`src/rtl/err_burst_sched.sv`:
```
`default_nettype none
// ============================================================================
// Module   : err_burst_sched
// Purpose  : Periodic burst-error injector between a 2-bit channel encoder and
//            its decoder. Statistics counters exist only with ERR_STATS_EN.
// Revision : 1.0 - initial release
// ============================================================================
module err_burst_sched #(
    parameter int CNT_W = 16,
    parameter int BL_W  = 8
) (
    input  logic             clk,
    input  logic             rst,
    input  logic             start,
    input  logic             abort,
    input  logic [CNT_W-1:0] cfg_offset,
    input  logic [CNT_W-1:0] cfg_period,
    input  logic [BL_W-1:0]  cfg_burst_len,
    input  logic [BL_W-1:0]  cfg_num_bursts,
    input  logic [1:0]       cfg_mask,
    input  logic             sym_valid,
    input  logic [1:0]       sym_in,
    output logic             sym_valid_o,
    output logic [1:0]       sym_out,
    output logic [1:0]       err_inj_o,
    output logic             busy,
    output logic             done,
    output logic [CNT_W-1:0] bad_bit_ct,
    output logic [CNT_W-1:0] word_ct
);

    typedef enum logic [2:0] {
        IDLE   = 3'd0,
        OFFSET = 3'd1,
        BURST  = 3'd2,
        GAP    = 3'd3,
        DONE   = 3'd4
    } state_t;

    state_t           r_state, w_state_nxt;
    logic [CNT_W-1:0] r_offset, r_period, r_cnt, w_cnt_nxt, w_cnt_inc;
    logic [BL_W-1:0]  r_len, r_num, r_idx, w_idx_nxt, w_burst_base, w_len;
    logic [1:0]       r_mask, w_err_inj;
    logic [CNT_W-1:0] w_len_ext, w_gap_len;
    logic             w_accept, w_go_burst;

    assign w_accept  = start && !abort && (r_state == IDLE || r_state == DONE);
    assign w_len     = w_accept ? cfg_burst_len : r_len;
    assign w_len_ext = CNT_W'(r_len);
    assign w_gap_len = (r_period > w_len_ext) ? (r_period - w_len_ext) : '0;
    assign w_cnt_inc = r_cnt + 1'b1;
    assign w_err_inj = (r_state == BURST && sym_valid && !abort) ? r_mask : 2'b00;

    assign busy = (r_state == OFFSET) || (r_state == BURST) || (r_state == GAP);
    assign done = (r_state == DONE);

    always_comb begin
        w_state_nxt  = r_state;
        w_cnt_nxt    = r_cnt;
        w_idx_nxt    = r_idx;
        w_go_burst   = 1'b0;
        w_burst_base = r_idx;
        if (abort) begin
            w_state_nxt = IDLE;
        end else begin
            case (r_state)
                IDLE, DONE: begin
                    if (start) begin
                        w_cnt_nxt    = '0;
                        w_idx_nxt    = '0;
                        w_burst_base = '0;
                        if (cfg_offset == '0) w_go_burst  = 1'b1;
                        else                  w_state_nxt = OFFSET;
                    end
                end
                OFFSET: begin
                    if (sym_valid) begin
                        if (w_cnt_inc == r_offset) begin
                            w_cnt_nxt  = '0;
                            w_go_burst = 1'b1;
                        end else begin
                            w_cnt_nxt = w_cnt_inc;
                        end
                    end
                end
                BURST: begin
                    if (sym_valid) begin
                        if (w_cnt_inc == w_len_ext) begin
                            w_cnt_nxt = '0;
                            w_idx_nxt = r_idx + 1'b1;
                            if (w_gap_len != '0) begin
                                w_state_nxt = GAP;
                            end else if (r_num != '0 && w_idx_nxt == r_num) begin
                                w_state_nxt = DONE;
                            end else begin
                                w_go_burst   = 1'b1;
                                w_burst_base = w_idx_nxt;
                            end
                        end else begin
                            w_cnt_nxt = w_cnt_inc;
                        end
                    end
                end
                GAP: begin
                    // A zero-length gap only arises with zero-length bursts; it
                    // then consumes one symbol so the schedule keeps advancing.
                    if (sym_valid) begin
                        if (w_cnt_inc >= w_gap_len) begin
                            w_cnt_nxt = '0;
                            if (r_num != '0 && r_idx == r_num) w_state_nxt = DONE;
                            else                               w_go_burst  = 1'b1;
                        end else begin
                            w_cnt_nxt = w_cnt_inc;
                        end
                    end
                end
                default: w_state_nxt = IDLE;
            endcase

            // A zero-length burst completes instantly and goes straight to GAP.
            if (w_go_burst) begin
                if (w_len != '0) begin
                    w_state_nxt = BURST;
                    w_idx_nxt   = w_burst_base;
                end else begin
                    w_state_nxt = GAP;
                    w_idx_nxt   = w_burst_base + 1'b1;
                end
            end
        end
    end

    always_ff @(posedge clk) begin
        if (rst) begin
            r_state     <= IDLE;
            r_cnt       <= '0;
            r_idx       <= '0;
            r_offset    <= '0;
            r_period    <= '0;
            r_len       <= '0;
            r_num       <= '0;
            r_mask      <= 2'b00;
            sym_valid_o <= 1'b0;
            sym_out     <= 2'b00;
            err_inj_o   <= 2'b00;
        end else begin
            r_state     <= w_state_nxt;
            r_cnt       <= w_cnt_nxt;
            r_idx       <= w_idx_nxt;
            if (w_accept) begin
                r_offset <= cfg_offset;
                r_period <= cfg_period;
                r_len    <= cfg_burst_len;
                r_num    <= cfg_num_bursts;
                r_mask   <= cfg_mask;
            end
            sym_valid_o <= sym_valid;
            sym_out     <= sym_in ^ w_err_inj;
            err_inj_o   <= w_err_inj;
        end
    end

`ifdef ERR_STATS_EN
    logic [CNT_W-1:0] r_bad_bit_ct, r_word_ct;
    logic [1:0]       w_pop;
    logic [CNT_W:0]   w_bad_sum;

    assign w_pop     = {1'b0, w_err_inj[0]} + {1'b0, w_err_inj[1]};
    assign w_bad_sum = {1'b0, r_bad_bit_ct} + (CNT_W+1)'(w_pop);

    always_ff @(posedge clk) begin
        if (rst || w_accept) begin
            r_bad_bit_ct <= '0;
            r_word_ct    <= '0;
        end else begin
            if (sym_valid && r_word_ct != '1) r_word_ct <= r_word_ct + 1'b1;
            r_bad_bit_ct <= w_bad_sum[CNT_W] ? '1 : w_bad_sum[CNT_W-1:0];
        end
    end

    assign bad_bit_ct = r_bad_bit_ct;
    assign word_ct    = r_word_ct;
`else
    assign bad_bit_ct = '0;
    assign word_ct    = '0;
`endif

endmodule
`default_nettype wire

```
`config.mk`:
```
export PLATFORM = sky130hd
export DESIGN_NAME = err_burst_sched
export DESIGN_NICKNAME = d
export VERILOG_FILES = /design/src/rtl/err_burst_sched.sv
export SDC_FILE = /design/constraint.sdc
export NUM_CORES = 1
export LEC_CHECK = 0
export CORE_MARGIN = 5
export CORE_UTILIZATION = 56
export DETAILED_ROUTE_END_ITERATION = 10
export HOLD_SLACK_MARGIN = 0.08
export PLACE_DENSITY = 0.85
export SETUP_SLACK_MARGIN = 0.4
export SLEW_MARGIN = 20
export SYNTH_ARGS = -nofsm -noshare
export SYNTH_HDL_FRONTEND = slang
export SYNTH_SLANG_ARGS = --single-unit
```
`constraint.sdc`:
```
create_clock -name clk -period 5.2 [get_ports clk]
set_input_delay 0.78 -clock clk [delete_from_list [all_inputs] [get_ports clk]]
set_output_delay 0.78 -clock clk [all_outputs]
set_load 0.01 [all_outputs]
```
==> out/results.tsv, run 1 <==
stage	metric	value	unit
floorplanning	pin_count	96	
cells_and_area	antenna_cells	0	
global_route	grt_max_degree	52	
critical_path	cp_max_fo	15	
sta	max_freq	0.220	GHz
drt	wl_per_cell	17.6	µm
sta	setup_tns	0	ns
sta	tightest_slew	0.719	ns
clock_network	cts_tree	built	
placed_design	placed_cell_area	0.00738	mm²
clock_network	clock-sinks	82	
floorplanning	die_x	121	µm
floorplanning	core_region_area	0.0120	mm²
yosys	synthAdderAreaFrac	0.0520	
drt	dr_total_vias	6982	
yosys	synthXorXnorAreaFrac	0.0861	
sta	finalHoldViolCount	0	
worst_hold_path	hp-class	reg -> reg	
clock_network	cts-htree-levels	3	
sta	period_minus_slack	4.55	ns
critical_path	worst_setup_path_start_kind	register	
yosys	yosys.area_share.simple	0.296	
drt	wl	19.6	mm
power_and_ir_drop	ir_worst_vdd	178	µV
global_route	overflow	0	
sta	whs	0.464	ns
critical_path	reg2reg_slack	0.65	ns
drt	drt_pass1_iterations	6	
yosys	synth_cell_types	85	
yosys	syn_area	0.00689	mm²
drt	drc_errors	0	
cells_and_area	area_delta_synth_final	12.4	%
cells_and_area	drive_gt1_frac	0.0588	
sta	slew_headroom	0.515	
clock_network	clk-insertion-delay-late	0.36	ns
drt	viasPerCell	6.25	
critical_path	end_kind	register	
yosys	synth-compound-area-share	0.228	
clock_network	clkSlewWorstSetupHoldPaths	0.06	ns
sta	fin_crit_sh	0.876	
sta	fin_skew	0.00786	ns
yosys	synth-edff-count	0	
yosys	ys.flop_type	dfxtp_1	
placed_design	place.gp.congestion	0.941	
power_and_ir_drop	cellPowerDensity	257	mW/mm²
yosys	ys_warn_count	0	
global_route	grt_pass1_wl	30.9	mm
status	status	finished, final reports clean	
cells_and_area	regArea	0.00164	mm²
sta	finalSetupViolCount	0	
global_route	antenna_found_initial	0	
floorplanning	initial_core_util	0.573	
clock_network	numCtsBuffers	9	
floorplanning	die-area	0.0146	mm²
yosys	synth_mux_area_frac	0.0107	
critical_path	cp_data_required_time	5.46	ns
cells_and_area	fillCellCount	1089	
yosys	ys_ff_latch	82	
cells_and_area	layout.nets	1050	
flow_run	cap_violations	0	
critical_path	cp.arrival	4.82	ns
drt	drtIter0Drc	687	
cells_and_area	fin_area	0.00774	mm²
global_route	grt.total_usage	0.262	
floorplanning	fp-row-count	40	
placed_design	portBuffers	63	
power_and_ir_drop	p_leak	2.98	nW
sta	maxSlewViolCount	0	
critical_path	crit_type	reg -> reg	
clock_network	root_buffer	clkbuf_16	
yosys	ys_seq_area_frac	0.238	
floorplanning	chipHeight	121	µm
yosys	async_flop_share	0	
drt	drtAntennaViolNets	0	
yosys	synth_top_family_by_area	simple AND/OR/NAND/NOR gates	
sta	rsz0062_at_grt	yes	
clock_network	max-clock-path-buffers	2	
global_route	grt_pass1_vias	6159	
yosys	avgSynthCellArea	7.26	µm²
placed_design	dp_hpwl	14.4	mm
cells_and_area	multi_input_area	0.00481	mm²
yosys	netlist_instances	948	
==> worst paths after layout <==
check | start | end | depth (start not counted)
worst max-delay path | r_len[1] | r_idx[6] | 17
worst max register to register | r_len[1] | r_idx[6] | 17
worst min register to register | r_period[0] | r_period[0] | 2
worst min-delay path | r_period[0] | r_period[0] | 2
==> critical path, stage by stage, from the launching register on <==
cell and delay, ns:
dfxtp_1 0.41, inv_1 0.11, ha_1 0.31, nor2b_1 0.24, o2111ai_1 0.20, a21boi_0 0.41, o311ai_0 0.28, nor4_1 0.46
a31oi_4 0.28, nor3_1 0.25, buf_4 0.17, nand4_1 0.14, nand2_1 0.13, ha_1 0.16, nand2_1 0.10, a311oi_2 0.44
nand2_1 0.10, o311ai_1 0.26
==> layout make-up <==
| type | count | area share |
|---|---|---|
| multi-input cells | 774 | 0.622 |
| flip-flops and latches | 82 | 0.212 |
| repair buffers | 75 | 0.0927 |
| clock buffers | 11 | 0.0314 |
| well taps | 147 | 0.0238 |
| inverters | 23 | 0.0112 |
| clock inverters | 5 | 0.00695 |
==> state kept, by name, summed over array words and instances (netlist names), 2 cells and up <==
name       flops
r_mask         2
r_num          8
r_state        3
sym_out        2
r_period      16
r_cnt         16
r_len          8
r_idx          8
err_inj_o      2
r_offset      16
==> Yosys cell counts, drive strengths merged (3+ instances only) <==
cell type  number  area [µm²]
xor2           32         280
mux2            3        33.8
o41ai           5        58.8
or3             9        56.3
nor2           59         221
o2111ai         4        35.0
and3           12        75.1
xnor2          28         245
nand3          29         145
o22ai           5        37.5
a31oi           7        58.8
a211o           5        43.8
xnor3           3        67.6
o311ai          4        35.0
nand4          19         125
a21oi          86         430
buf            48         322
a22o            3        27.5
o21a            4        30.0
o21ai          25         125
a21o           16         120
nand3b          6        45.0
or2             4        25.0
a21boi          5        37.5
or4            10        82.6
o211ai          8        60.1
nor3b           3        22.5
nor2b           9        56.3
nand2         164         616
inv            22        82.6
nand2b         16         100
mux2i           4        40.0
a22oi          14         105
ha             27         338
nor3           26         130
dfxtp          82        1640
and4            3        26.3
nor4           23         150
o311a           3        30.0
a211oi          9        67.6
clkbuf         52         198
and2           16         100
==> placed cells by master, fill, tap and decap left out, types with 18 or more instances in the layout <==
master / Yosys / final
nor2_1: 59 / 59
conb_1: 1 / 32
nand3_1: 29 / 28
nor4_1: 22 / 22
nor3_1: 26 / 25
nand2_1: 164 / 164
inv_1: 22 / 22
o21ai_0: 24 / 23
xnor2_1: 28 / 28
nand4_1: 18 / 18
ha_1: 27 / 22
a21oi_1: 86 / 84
clkdlybuf4s50_1: 0 / 62
xor2_1: 32 / 32
dfxtp_1: 82 / 80
==> routing by layer <==
metal | part of all wire | track usage | wire length, µm
met2 | 0.44 | 0.399 | 8630
met5 | 0 | 0 | 0
met4 | 0.030 | 0.118 | 581
met3 | 0.10 | 0.0536 | 2010
met1 | 0.43 | 0.357 | 8410
==> per-stage QoR <==
stage / util / std cells / power [mW] / setup slack (ns)
after global placement: 0.614 / 1100 / 1.32 / 0.671
after CTS: 0.639 / 1116 / 1.97 / 0.536
final: 0.644 / 1117 / 1.99 / 0.647
after global routing: 0.644 / 1117 / 2.09 / 0.376
after detailed placement: 0.614 / 1100 / 1.33 / 0.569
after floorplan: - / 979 / 1.17 / 0.833
==> power breakdown <==
| group | switching [mW] | leakage [nW] | internal (mW) |
|---|---|---|---|
| clock network | 0.272 | 0.149 | 0.383 |
| logic | 0.383 | 2.17 | 0.260 |
| registers | 0.0342 | 0.668 | 0.657 |
| total | 0.689 | 2.98 | 1.30 |
==> what timing repair did <==
item	4_1_cts	5_1_grt
hold buffers	0	0
endpoints found under the setup margin	0	27
gates resized for setup	0	17
setup buffers	0	0
==> logic make-up (layout without fill, tap and decap cells) <==
family                   after synthesis  after routing
flip-flops                            82             82
XOR/XNOR                              63             63
buffers and inverters                123            114
AO/OA/AOI/OAI                        230            230
AND/OR/NAND/NOR                      414            414
adder cells (fa/ha/maj)               28             28
multiplexers                           7              7
other                                  1             32
No activity file was read; power rests on OpenSTA's default activity.
==> run 2: changes to the inputs <==
--- a/config.mk
+++ b/config.mk
@@ -5,6 +5,7 @@
 export SDC_FILE = /design/constraint.sdc
 export NUM_CORES = 1
 export LEC_CHECK = 0
+export ABC_CLOCK_PERIOD_IN_PS = 5200
 export CORE_MARGIN = 5
 export CORE_UTILIZATION = 56
 export DETAILED_ROUTE_END_ITERATION = 10
==> results of run 2 <==
No change in the layout: final DEF, timing and power equal those of run 1.
==> run 3: changes to the inputs <==
--- a/config.mk
+++ b/config.mk
@@ -12,7 +12,6 @@
 export HOLD_SLACK_MARGIN = 0.08
 export PLACE_DENSITY = 0.85
 export SETUP_SLACK_MARGIN = 0.4
-export SLEW_MARGIN = 20
 export SYNTH_ARGS = -nofsm -noshare
 export SYNTH_HDL_FRONTEND = slang
 export SYNTH_SLANG_ARGS = --single-unit
==> results of run 3 <==
No change in the layout: final DEF, timing and power equal those of run 1.
